### src/rtl/spi_frame_rx.sv
// spi_frame_rx: synchronises raw SPI pins and deserialises command/payload frames into a valid/ready slot
module spi_frame_rx #(
  parameter int CMD_BITS = 4,
  parameter int DATA_MAX = 16
) (
  input  logic                clk,
  input  logic                reset,
  input  logic                i_sclk,
  input  logic                i_ss_n,
  input  logic                i_mosi,
  output logic [CMD_BITS-1:0] o_cmd,
  output logic [DATA_MAX-1:0] o_data,
  output logic                o_valid,
  input  logic                i_ready,
  output logic                o_busy,
  output logic                o_err_abort,
  output logic                o_err_cmd,
  output logic                o_overrun
);
  localparam int CW = $clog2((DATA_MAX > CMD_BITS ? DATA_MAX : CMD_BITS) + 1);

  typedef enum logic [1:0] {IDLE, CMD, DATA, DISCARD} state_t;

  state_t              state_q, state_d;
  logic [2:0]          sclk_buf_q;
  logic [1:0]          ss_buf_q, mosi_buf_q;
  logic [CW-1:0]       cnt_q, cnt_d;
  logic [CMD_BITS-1:0] cmd_sr_q, cmd_sr_d, cmd_next, cmd_q, cmd_d;
  logic [DATA_MAX-1:0] data_sr_q, data_sr_d, data_next, data_q, data_d;
  logic                valid_q, valid_d;
  logic                abort_q, abort_d, err_cmd_q, err_cmd_d, overrun_q, overrun_d;
  logic                rise, ss_active, mosi, frame_done, load;

  // Payload length per command; zero marks an invalid command.
  function automatic logic [CW-1:0] len_of(input logic [CMD_BITS-1:0] c);
    case (c)
      CMD_BITS'(0), CMD_BITS'(1), CMD_BITS'(2), CMD_BITS'(4): len_of = CW'(6);
      CMD_BITS'(3): len_of = CW'(12);
      CMD_BITS'(5): len_of = CW'(1);
      CMD_BITS'(6): len_of = CW'(16);
      default:      len_of = '0;
    endcase
  endfunction

  assign rise      = sclk_buf_q[2:1] == 2'b01;
  assign ss_active = ~ss_buf_q[1];
  assign mosi      = mosi_buf_q[1];
  assign cmd_next  = CMD_BITS'({cmd_sr_q, mosi});
  assign data_next = DATA_MAX'({data_sr_q, mosi});

  // Bring the asynchronous SPI pins into the clk domain.
  always_ff @(posedge clk or posedge reset) begin
    if (reset) begin
      sclk_buf_q <= 3'b000;
      ss_buf_q   <= 2'b11;
      mosi_buf_q <= 2'b00;
    end else begin
      sclk_buf_q <= {sclk_buf_q[1:0], i_sclk};
      ss_buf_q   <= {ss_buf_q[0], i_ss_n};
      mosi_buf_q <= {mosi_buf_q[0], i_mosi};
    end
  end

  // Framing state, shift registers, output slot and error pulses.
  always_ff @(posedge clk or posedge reset) begin
    if (reset) begin
      state_q   <= IDLE;
      cnt_q     <= '0;
      cmd_sr_q  <= '0;
      data_sr_q <= '0;
      cmd_q     <= '0;
      data_q    <= '0;
      valid_q   <= 1'b0;
      abort_q   <= 1'b0;
      err_cmd_q <= 1'b0;
      overrun_q <= 1'b0;
    end else begin
      state_q   <= state_d;
      cnt_q     <= cnt_d;
      cmd_sr_q  <= cmd_sr_d;
      data_sr_q <= data_sr_d;
      cmd_q     <= cmd_d;
      data_q    <= data_d;
      valid_q   <= valid_d;
      abort_q   <= abort_d;
      err_cmd_q <= err_cmd_d;
      overrun_q <= overrun_d;
    end
  end

  // Frame FSM: SS release wins in every state; otherwise each SCLK rise advances the frame.
  always_comb begin
    state_d    = state_q;
    cnt_d      = cnt_q;
    cmd_sr_d   = cmd_sr_q;
    data_sr_d  = data_sr_q;
    abort_d    = 1'b0;
    err_cmd_d  = 1'b0;
    frame_done = 1'b0;
    if (!ss_active) begin
      state_d = IDLE;
      cnt_d   = '0;
      abort_d = (state_q == CMD && cnt_q != '0) || state_q == DATA;
    end else begin
      case (state_q)
        IDLE: begin
          state_d = CMD;
          cnt_d   = '0;
        end
        CMD: if (rise) begin
          cmd_sr_d = cmd_next;
          cnt_d    = cnt_q + CW'(1);
          if (cnt_q == CW'(CMD_BITS - 1)) begin
            cnt_d     = '0;
            data_sr_d = '0;
            state_d   = len_of(cmd_next) != '0 ? DATA : DISCARD;
            err_cmd_d = len_of(cmd_next) == '0;
          end
        end
        DATA: if (rise) begin
          data_sr_d = data_next;
          cnt_d     = cnt_q + CW'(1);
          if (cnt_q == len_of(cmd_sr_q) - CW'(1)) begin
            frame_done = 1'b1;
            state_d    = CMD;
            cnt_d      = '0;
          end
        end
        default: ;
      endcase
    end
  end

  // Holding slot: a completed frame loads only if the slot is empty or being drained this cycle.
  always_comb begin
    load      = frame_done && (!valid_q || i_ready);
    cmd_d     = load ? cmd_sr_q : cmd_q;
    data_d    = load ? data_next : data_q;
    valid_d   = load || (valid_q && !i_ready);
    overrun_d = frame_done && !load;
  end

  assign o_cmd       = cmd_q;
  assign o_data      = data_q;
  assign o_valid     = valid_q;
  assign o_busy      = state_q != IDLE;
  assign o_err_abort = abort_q;
  assign o_err_cmd   = err_cmd_q;
  assign o_overrun   = overrun_q;
endmodule

### config.mk
export PLATFORM = sky130hd
export DESIGN_NAME = spi_frame_rx
export DESIGN_NICKNAME = d
export VERILOG_FILES = /design/src/rtl/spi_frame_rx.sv
export SDC_FILE = /design/constraint.sdc
export NUM_CORES = 1
export LEC_CHECK = 0
export CAP_MARGIN = 20
export CORE_AREA = 5 5 77 79
export CTS_BUF_LIST = sky130_fd_sc_hd__clkbuf_8
export CTS_CLUSTER_DIAMETER = 120
export CTS_CLUSTER_SIZE = 8
export DETAILED_ROUTE_END_ITERATION = 12
export DIE_AREA = 0 0 82 84
export PLACE_DENSITY = 0.81
export SLEW_MARGIN = 0
export SYNTH_ARGS = -nofsm -noshare
export SYNTH_HDL_FRONTEND = slang
export SYNTH_SLANG_ARGS = --single-unit
### constraint.sdc
create_clock -name clk -period 2.7 [get_ports clk]
set_clock_uncertainty 0.15 [all_clocks]
set_input_delay 0.54 -clock clk [delete_from_list [all_inputs] [get_ports clk]]
set_output_delay 0.54 -clock clk [all_outputs]
set_load 0.05 [all_outputs]
Word-level counts from Yosys, hierarchy flattened --
Cells that the tools add are included.
Operators by class: add/sub/neg operators 2, eq/ne operators 24, mux-type cells 35, bitwise operators 1, reduce and logical (&&, ||, !) cells 25
Operator list (count):
- 2-to-1 mux 5 bit | 12
- 2-to-1 mux 15 bit | 3
- one-hot mux 5 bit (4 select lines) | 2
- one-hot mux 15 bit (2 select lines) | 1
- equality test 4 x 3 -> 1 bit, second input constant | 6
- equality test 4 x 2 -> 1 bit, second input constant | 4
- one-hot mux 5 bit (3 select lines) | 1
- 2-to-1 mux 1 bit | 10
- 2-to-1 mux 2 bit | 5
- AND reduction 5 bit | 2
- nonzero test 5 bit | 2
- equality test 4 x 1 -> 1 bit, second input constant | 2
- logical NOT 4 bit | 2
- OR reduction 4 bit | 2
- inequality test 3 x 2 -> 1 bit, second input constant | 2
- inequality test 3 bit, second input constant | 2
- one-hot mux 2 bit (3 select lines) | 1
- AND reduction 3 bit | 2
- adder 5 x 1 -> 5 bit, second input constant | 1
- equality test 5 x 2 -> 1 bit, second input constant | 1
- equality test 5 bit | 1
- logical NOT 5 bit | 1
- subtractor 5 x 1 -> 5 bit, second input constant | 1
- equality test 2 x 1 -> 1 bit, second input constant | 2
- 10 further kinds | 19
Storage, ports and cells: bits in registers 57, bits of input ports 6

Logic depth before layout (Yosys ltp) --
word-level depth 15, mapped depth 11

Worst setup path before layout --
No wires, ideal clock.
path type reg2reg, start reg cmd_sr_q[1], end reg cmd_q[0] (netlist: o_cmd[0]), library setup time 0.125 ns, arrival 2.439 ns, data required time 2.425 ns, setup slack -0.014 ns, cell stages (with the launch flop) 12, path buffers 2, clock period less this slack 2.714 ns, cell sequence dfrtp_1 > buf_6 > and4bb_1 > inv_1 > ha_1 > and3_1 > a2111o_1 > nand2_2 > nand4_2 > nor2b_2 > buf_6 > mux2_4
On the way: word-level cells in the longest chain between the ends 13
Ends and longest elaborated chain:
- start: declaration | RTL line 28 | logic [CMD_BITS-1:0] cmd_sr_q, cmd_sr_d, cmd_next, cmd_q, cmd_d;
- start signal: assignment | RTL line 80 | cmd_sr_q <= cmd_sr_d;
- equality test 4 x 1 -> 1 bit (tied with other cells) | RTL line 36 | case (c)
- OR reduction 4 bit | RTL line 36
- one-hot mux 5 bit (4 select lines) * | RTL line 36
- 2-to-1 mux 5 bit * | RTL line 120 | DATA: if (rise) begin
- 2-to-1 mux 5 bit * | RTL line 105 | case (state_q)
- 2-to-1 mux 5 bit * | RTL line 100 | if (!ss_active) begin
- subtractor 5 x 1 -> 5 bit * | RTL line 123 | if (cnt_q == len_of(cmd_sr_q) - CW'(1)) begin
- equality test 5 bit * | RTL line 123
- 2-to-1 mux 1 bit * | RTL line 123
- 2-to-1 mux 1 bit * | RTL line 120
- 2-to-1 mux 1 bit * | RTL line 105
- 2-to-1 mux 1 bit * | RTL line 100
- logical AND 1 bit * | RTL line 136 | load = frame_done && (!valid_q || i_ready);
- end signal: assignment | RTL line 82 | cmd_q <= cmd_d;
- end: declaration | RTL line 28
Mark *: on every way between the ends. The rest lies on a longest branch, timed or not. The select of a mux whose other input is x is not followed. A chain may end at the register's enable or synchronous reset.

Worst setup path in the final report --
start reg cmd_sr_q[3], end reg data_q[0] (netlist: o_data[0])
On the way: word-level cells in the longest chain between the ends 13
Ends and longest elaborated chain:
- equality test 4 x 1 -> 1 bit (tied with other cells) | RTL line 36
- OR reduction 4 bit | RTL line 36
- one-hot mux 5 bit (4 select lines) * | RTL line 36
- 2-to-1 mux 5 bit * | RTL line 120
- 2-to-1 mux 5 bit * | RTL line 105
- 2-to-1 mux 5 bit * | RTL line 100
- subtractor 5 x 1 -> 5 bit * | RTL line 123
- equality test 5 bit * | RTL line 123
- 2-to-1 mux 1 bit * | RTL line 123
- 2-to-1 mux 1 bit * | RTL line 120
- 2-to-1 mux 1 bit * | RTL line 105
- 2-to-1 mux 1 bit * | RTL line 100
- logical AND 1 bit * | RTL line 136
- end signal: assignment | RTL line 83 | data_q <= data_d;
- end: declaration | RTL line 29 | logic [DATA_MAX-1:0] data_sr_q, data_sr_d, data_next, data_q, data_d;
Marks and branches as above.

==> metrics.yaml <==
row_count: 27
synthesis.area_per_instance_um2: 11.5
clock_latency_ns: 0.35
cts_sinks: 57
end_kind: "flip-flop"
routed-via-count: 1909
start_kind: "flip-flop"
grt_pass1_vias: 1951
final_cells: 356
hpwlAfterDp_mm: 3.40
gr-max-usage-layer: "met2"
cp_data_arrival_time_ns: 2.88
violations: "setup timing"
leakagePower_nw: 1.52
cts_buffers: 9
cts-root-buf: "sky130_fd_sc_hd__clkbuf_8"
design.final.nets: 291
tritoncts_clock_tree: "yes"
postRouteAntennaNets: 0
postSynthRegisterBits: 57
netlist.area_leader.share: 0.527
grt_antenna_before_repair: 0
area_delta_synth_final_pct: 34.7
finalCriticalPeriod_ns: 2.81
grt_remaining_overflow: 0
vdd_ir_drop_max_v: 0.000495
seqCellArea_um2: 1430
yosys_most_used_dff: "sky130_fd_sc_hd__dfrtp_1"
die_width_um: 82
place.gp.congestion: 0.819
total_power_mw: 2.80
layout-drive-gt1-share: 0.296
synth-seq-area-share: 0.547
final_core_util: 0.667
die_y_um: 84
drt-initial-drc-count: 137
grt.met1_usage: 0.235
synth_area_leaders: "sky130_fd_sc_hd__dfrtp_1 53%, sky130_fd_sc_hd__mux2_4 12%, sky130_fd_sc_hd__nand2_1 5.5%, sky130_fd_sc_hd__o21ai_0 3.6%, sky130_fd_sc_hd__ha_1 2.9%"
track_usage: 0.187
worst_slack_ns: -0.106
synth_edf_count: 0
timing.max_cap.violations: 0
multiInputGateArea_um2: 1170
antenna-diode-count: 0
cp_data_required_time_ns: 2.78
per_cell_via_count_in_the_routed_design: 5.36
cts_max_level: 3
final_hold_fails: 0
power_density_nw_per_um2: 795
yosys.area.top_type: "sky130_fd_sc_hd__dfrtp_1"
worstHoldPathType: "flip-flop to flip-flop"
dieArea_um2: 6890
final.fill_count: 364
placement.cell_area_um2: 3040
wl_mm: 6.00
pin_count_of_the_biggest_net_entering_global_routing: 31
fin_tns_setup_ns: -1.30
drt_pass1_iterations: 6
worst_setup_hold_path_clk_slew_ns: 0.08
final_design_area_no_fill_um2: 3520
placedCellCount: 331
timing.final.crit_share: 1.04
top_cell_types_by_occurrence_after_synthesis: "55 x sky130_fd_sc_hd__dfrtp_1, 38 x sky130_fd_sc_hd__nand2_1, 20 x sky130_fd_sc_hd__mux2_4"
floorplan.core_area_um2: 5270
cts_buffer_depth: 2
setup_violations: 15
crit_path_max_fanout: 5
synth_most_common_cell: "sky130_fd_sc_hd__dfrtp_1"
ys_types: 39
grt_first_pass_wirelength_mm: 9.57
post_synth_inst_count: 227
outcome: "complete, but fails checks"
synthesis.nets: 239
asyncSetResetFlopFracSynth: 1.00
rsz0062_at_grt: "true"
drt_drc_violations_left: 0
synthesis.area_um2: 2610
boundaryPins: 31
placement.io_buffers: 30
grt.met3_usage: 0.0486
achievable-frequency_mhz: 356
relSlewSlack: 0.406
gr-usage-met2: 0.298
yosys_warnings: 0
timing_worst_slew_pin_value_ns: 0.889
crit_type: "flip-flop to flip-flop"
routed_wire_length_per_instance_um: 16.9
slew_viol_final: 0
start_util: 0.495
area by class of cell:
cell class | instances | share of cell area
Clock inverter | 7 | 0.0356
Clock buffer | 9 | 0.0352
Inverter | 14 | 0.0149
Multi-Input combinational cell | 146 | 0.332
Tap cell | 72 | 0.0256
Sequential cell | 57 | 0.407
Timing Repair Buffer | 51 | 0.149
power by group:
part / leakage (nW) / internal [mW] / total, mW / switching, mW
Sequential: 0.770 / 0.898 / 0.947 / 0.0483
Combinational: 0.622 / 0.386 / 0.839 / 0.453
Clock: 0.124 / 0.622 / 1.01 / 0.388
metal layers:
| layer | up-vias | routed length, um |
|---|---|---|
| met1 | 942 | 2530 |
| met4 | 0 | 109 |
| met2 | 65 | 3010 |
| met3 | 13 | 351 |
| met5 | - | 0 |
| li1 | 889 | - |
state kept, by name, indices dropped and copies added, names as in the netlist, 2 cells and up:
signal and cells:
ss_buf_q 2, o_cmd 4, mosi_buf_q 2, cnt_q 5
o_data 16, sclk_buf_q 3, state_q 2, data_sr_q 15
cmd_sr_q 4
path summary, 6_finish.rpt:
kind                              from           to  slack, ns  cells past startpoint
setup / recovery           cmd_sr_q[3]    o_data[0]      -0.11                     11
hold / removal             ss_buf_q[0]  ss_buf_q[1]       0.21                      0
setup reg to reg           cmd_sr_q[3]    o_data[0]      -0.11                     11
hold reg to reg            ss_buf_q[0]  ss_buf_q[1]       0.21                      0
max in group asynchronous        reset   o_data[10]       1.51                      3
min in group asynchronous        reset  o_err_abort       0.30                      2
cell families after synthesis:
group / after synthesis / share of synthesized area
buffers and inverters: 25 / 0.0479
multiplexers: 24 / 0.132
flip-flops: 57 / 0.547
adder cells (fa/ha/maj): 6 / 0.0288
XOR/XNOR: 3 / 0.0101
AND/OR/NAND/NOR: 68 / 0.134
AO/OA/AOI/OAI: 44 / 0.0992
timing repair:
item                                    4_1_cts  5_1_grt
gates cloned                                  2        2
gates resized for setup                      13        9
endpoints found under the setup margin       25       27
buffers inserted                              4        2
hold buffers                                  0        0
pin swaps                                     2        5
per-stage QoR:
step | setup slack (ns) | hold slack (ns)
6_report | -0.106 | 0.206
5_1_grt | -0.168 | 0.201
4_1_cts | -0.0159 | 0.199
3_5_place_dp | -0.0996 | 0.191
3_3_place_gp | 0.0529 | 0.183
2_1_floorplan | 0.0339 | 0.181
critical path: stages (launching register included):
cell                       delay (ns)
sky130_fd_sc_hd__dfrtp_1         0.41
sky130_fd_sc_hd__and4bb_1        0.33
sky130_fd_sc_hd__inv_2           0.07
sky130_fd_sc_hd__ha_4            0.20
sky130_fd_sc_hd__and3_4          0.16
sky130_fd_sc_hd__a2111o_1        0.39
sky130_fd_sc_hd__nand2_2         0.11
sky130_fd_sc_hd__nand4_4         0.10
sky130_fd_sc_hd__nor2b_4         0.18
sky130_fd_sc_hd__buf_12          0.14
sky130_fd_sc_hd__buf_12          0.12
sky130_fd_sc_hd__mux2_4          0.30
cell usage in the layout (no fill, tap or decap), types with 2 or more instances in the layout:
| master | instances |
|---|---|
| sky130_fd_sc_hd__a21oi_2 | 3 |
| sky130_fd_sc_hd__o22ai_1 | 4 |
| sky130_fd_sc_hd__a211oi_1 | 2 |
| sky130_fd_sc_hd__inv_2 | 2 |
| sky130_fd_sc_hd__clkinv_4 | 2 |
| sky130_fd_sc_hd__nor4b_4 | 2 |
| sky130_fd_sc_hd__mux2_4 | 20 |
| sky130_fd_sc_hd__buf_12 | 2 |
| sky130_fd_sc_hd__xnor2_1 | 2 |
| sky130_fd_sc_hd__nand2b_1 | 4 |
| sky130_fd_sc_hd__dfrtp_2 | 2 |
| sky130_fd_sc_hd__buf_4 | 16 |
| sky130_fd_sc_hd__mux2_2 | 4 |
| sky130_fd_sc_hd__ha_1 | 5 |
| sky130_fd_sc_hd__inv_6 | 2 |
| sky130_fd_sc_hd__o21ai_0 | 18 |
| sky130_fd_sc_hd__a21oi_1 | 4 |
| sky130_fd_sc_hd__clkdlybuf4s50_1 | 30 |
| sky130_fd_sc_hd__o21ai_1 | 3 |
| sky130_fd_sc_hd__a31oi_4 | 2 |
| sky130_fd_sc_hd__clkbuf_8 | 9 |
| sky130_fd_sc_hd__dfrtp_1 | 53 |
| sky130_fd_sc_hd__inv_1 | 12 |
| sky130_fd_sc_hd__nor2_1 | 6 |
| sky130_fd_sc_hd__nand3_1 | 5 |
| sky130_fd_sc_hd__bufinv_16 | 3 |
| sky130_fd_sc_hd__nor3_1 | 3 |
| sky130_fd_sc_hd__and3_4 | 2 |
| sky130_fd_sc_hd__a31oi_1 | 4 |
| sky130_fd_sc_hd__dfstp_2 | 2 |
| sky130_fd_sc_hd__nand2_1 | 38 |
Note: power is estimated with default switching activity, not from simulation.
==> RTL change 1 (same flow settings) <==
Put one more register stage on the output `o_err_cmd`, with the module's reset. The value now appears one clock later. The other outputs are not delayed to match.
--- a/src/rtl/spi_frame_rx.sv
+++ b/src/rtl/spi_frame_rx.sv
@@ -146,5 +146,11 @@
   assign o_busy      = state_q != IDLE;
   assign o_err_abort = abort_q;
-  assign o_err_cmd   = err_cmd_q;
+  always_ff @(posedge clk or posedge reset) begin
+    if (reset) begin
+      o_err_cmd <= '0;
+    end else begin
+      o_err_cmd <= err_cmd_q;
+    end
+  end
   assign o_overrun   = overrun_q;
 endmodule
Formal check against the unedited RTL: same outputs for any inputs over 10 cycles, from zero or initial values and one cycle with reset high; that may be too few to reach the edited logic, so the function may still have changed.
==> RTL change 1 against the unedited design <==
  * Cell area down 4.2%
  * Area after synthesis grew 0.96%
  * Sequential share of layout area rose by 2.5 points
  * Sequential cell count is 1 higher
  * Combinational power is 10% lower
  * Fmax grew 4.0%
  * Via count decreased by 7.1%
  * Count of clock-buffer cells in the layout rose by 1
  * Wire length down 20%
  * Worst setup slack improved by 110 ps
  * Total power shrank 15%
  * Utilization is 2.8 points lower
  * Critical endpoint is now o_data[9]$_DFFE_PP0P_
==> RTL change 1: results <==
[synth]
syn_nets = 240
yosys-top-cells-area = "dfrtp_1 (53%), mux2_4 (11%), nand2_1 (5.4%), o21ai_0 (3.6%), ha_1 (2.8%)"
seq_area_frac_synth_pct = 55.2
synth_common_cells = "dfrtp_1 (56), nand2_1 (38), mux2_4 (20)"
avgSynthCellArea_um2 = 11.6

[layout]
drive_gt1_share_pct = 26.9
nets = 290
fin_cells = 355
final.fill_count = 406

[global_route]
track_usage_pct = 15.1
grt_start_max_net_pins = 34
grt_pass1_wl_um = 7990

[detailed_routing]
dr.pass1.iters = 4
vias = 1773
wl_um = 4780
drtIter0Drc = 86

[critical_path]
cp_data_arrival_time_ps = 2770
worst-path-max-fanout = 7

[place]
gp_congestion = 0.850
dp.cells = 336
detailed_place_hpwl_um = 3350
placed_cell_area_um2 = 3100

[clocking]
insertion_delay_ps = 330

[status]
status = "complete, no violations"

[sta]
tightest_slew_ps = 782
[RTL change 1: logic make-up (layout without fill, tap and decap cells)]
kind of cell	after synthesis	after routing	synth area share (%)
buffers and inverters	25	80	4.75
and+or+nand+nor	68	68	13.3
AOI/OAI and AO/OA	44	44	9.83
xor gates and xnor gates	3	3	0.997
adders and majority gates	6	6	2.85
DFF	58	58	55.2
muxes	24	24	13.1
[RTL change 1: area by class of cell]
| type | instances | area (um2) | area share, % |
|---|---|---|---|
| clock buffers | 10 | 138 | 4.09 |
| multi-input cells | 145 | 1120 | 33.3 |
| well taps | 72 | 90.1 | 2.68 |
| flip-flops and latches | 58 | 1460 | 43.2 |
| repair buffers | 50 | 478 | 14.2 |
| inverters | 14 | 52.6 | 1.56 |
| clock inverters | 6 | 33.8 | 1.00 |
[RTL change 1: report_power, final]
| part | switching [mW] | leakage (nW) | internal, mW |
|---|---|---|---|
| Sequential | 0.0379 | 0.786 | 0.913 |
| Combinational | 0.389 | 0.608 | 0.362 |
| Clock | 0.337 | 0.0892 | 0.349 |
| Total | 0.764 | 1.48 | 1.62 |
[RTL change 1: critical path, cell delays in order, from the launching register on]
cell and delay [ps]:
dfrtp_2 430, and4bb_1 310, inv_2 60, ha_4 190
and2_4 150, a2111o_1 390, nand2_2 110, nand4_4 120
nor2b_4 200, buf_6 170, mux2_4 300
[RTL change 1: worst paths after layout]
check / startpoint / to / slack (ps) / cells after the start
max: cmd_sr_q[1]$_DFFE_PP0P_ / o_data[9]$_DFFE_PP0P_ / 2 / 10
min: mosi_buf_q[0]$_DFF_PP0_ / mosi_buf_q[1]$_DFF_PP0_ / 200 / 0
max reg2reg: cmd_sr_q[1]$_DFFE_PP0P_ / o_data[9]$_DFFE_PP0P_ / 2 / 10
min reg2reg: mosi_buf_q[0]$_DFF_PP0_ / mosi_buf_q[1]$_DFF_PP0_ / 200 / 0
max in group asynchronous: reset / o_data[7]$_DFFE_PP0P_ / 1420 / 3
min in group asynchronous: reset / cnt_q[1]$_DFFE_PP0P_ / 430 / 2
[RTL change 1: per-layer routing]
metal | track usage [%] | share of wire (%)
met3 | 5.08 | 5.5
met2 | 20.8 | 47
met4 | 6.95 | 1.5
met1 | 21.2 | 45
met5 | 0 | 0
[RTL change 1: through the flow]
| step | hold WS (ps) | setup slack (ps) |
|---|---|---|
| floorplan | 181 | 33.9 |
| global placement | 184 | 46.3 |
| detailed placement | 187 | -8.62 |
| CTS | 202 | -23.9 |
| global route | 204 | -118 |
| finish | 199 | 1.96 |
[RTL change 1: timing repair]
| item | 4_1_cts | 5_1_grt |
|---|---|---|
| resized for setup | 0 | 16 |
| setup buffers | 0 | 3 |
| pin swaps | 0 | 6 |
| setup endpoints to repair | 15 | 25 |
==> RTL change 2 (same settings) <==
Without the edit above. `CMD_BITS`: 4 -> 8.
--- a/src/rtl/spi_frame_rx.sv
+++ b/src/rtl/spi_frame_rx.sv
@@ -1,5 +1,5 @@
 // spi_frame_rx: synchronises raw SPI pins and deserialises command/payload frames into a valid/ready slot
 module spi_frame_rx #(
-  parameter int CMD_BITS = 4,
+  parameter int CMD_BITS = 8,
   parameter int DATA_MAX = 16
 ) (
Ports: changed (resized o_cmd); port bits go from 31 to 35. No check against the original RTL was run, so the function may have changed too.
==> RTL change 2 against the unedited design <==
  * The flow still finishes with violations (setup timing)
  * Cell area grew 13%
  * Area after synthesis grew 14%
  * Global-route usage grew 1.7 points
  * Synthesized cell count rose by 10%
  * Worst setup slack lost 690 ps
  * Sequential cell count grew 8
  * Wire length increased by 14%
  * Sequential power up 11%
  * Total power up 0.11%
  * Via count is 10% higher
  * Critical path type unchanged
  * Largest cell class unchanged
  * Largest power group is now sequential cells
==> RTL change 2: results <==
[detailed_routing]
wl_met1_um = 2720
wl_um = 6840
dr.pass1.iters = 4
drtIter0Drc = 118

[place]
dpl_worst_slack_ps = -774
placed_cell_area_um2 = 3550
detailed_place_hpwl_um = 4140
portBuffers = 34

[sta]
setup_violations = 33
finalSetupTns_ps = -23700
tightest_slew_ps = 808
setup_ws_ps = -794

[layout]
clock_area_share_pct = 5.04
fin_cells = 389
bufAreaShareNonClock_pct = 17.0
seq_area_share_pct = 41.0
nets = 324
multi_input_comb_cells = 161
multi_input_area_um2 = 1340
final.fill_count = 344

[critical_path]
cpMaxStageDelayCell = "or4_4"
cp_data_arrival_time_ps = 3570
critPathLaunch = "cmd_sr_q[5]$_DFFE_PP0P_"

[synth]
yosys-top-cells-area = "dfrtp_1 (53%), mux2_4 (10%), mux2_2 (5.3%), nand2_1 (5.2%), o21ai_0 (3.0%)"
ys_types = 47
synth_common_cells = "dfrtp_1 (63), nand2_1 (41), mux2_4 (20)"

[status]
violations = "setup timing"
status = "finished with violations"

[power_and_ir_drop]
p_int_mw = 1.89
max-vdd-ir-drop_mv = 0.635
p_comb_share_pct = 32.6

[worst_hold_path]
whs_endpoint = "mosi_buf_q[1]$_DFF_PP0_"

[global_route]
grt_use_met2_pct = 32.3
grt_pass1_vias = 2213
grt_start_max_net_pins = 66
-- RTL change 2: cell count changes in the layout (fill, tap and decap cells not counted), moves of 5 or more --
cell,delta
dfrtp_1,+10
buf_4,+8
mux2_2,+5
mux2_4,+5
-- RTL change 2: worst register-to-register path, delay by kind of cell (launching register included) --
family	cells	cell delay, ps
compound gates	2	580
flops	1	420
mux	1	300
xor+xnor	1	210
fa+ha+maj	1	180
buf+inv	3	450
simple gates	4	1100
-- RTL change 2: cell families (layout without fill, tap and decap cells) --
family | Yosys count | in the layout | share of synthesized area, %
AOI/OAI and AO/OA | 34 | 34 | 8.00
xor gates and xnor gates | 3 | 3 | 0.884
adders and majority gates | 7 | 7 | 2.86
buffers and inverters | 24 | 91 | 4.46
and+or+nand+nor | 82 | 82 | 13.3
muxes | 35 | 35 | 15.7
DFF | 65 | 65 | 54.8
-- RTL change 2: timing repair --
action,in CTS,in global routing
endpoints found under the setup margin,33,33
gates resized for setup,8,11
setup buffers,4,4
gates cloned,0,2
pin swaps,6,4
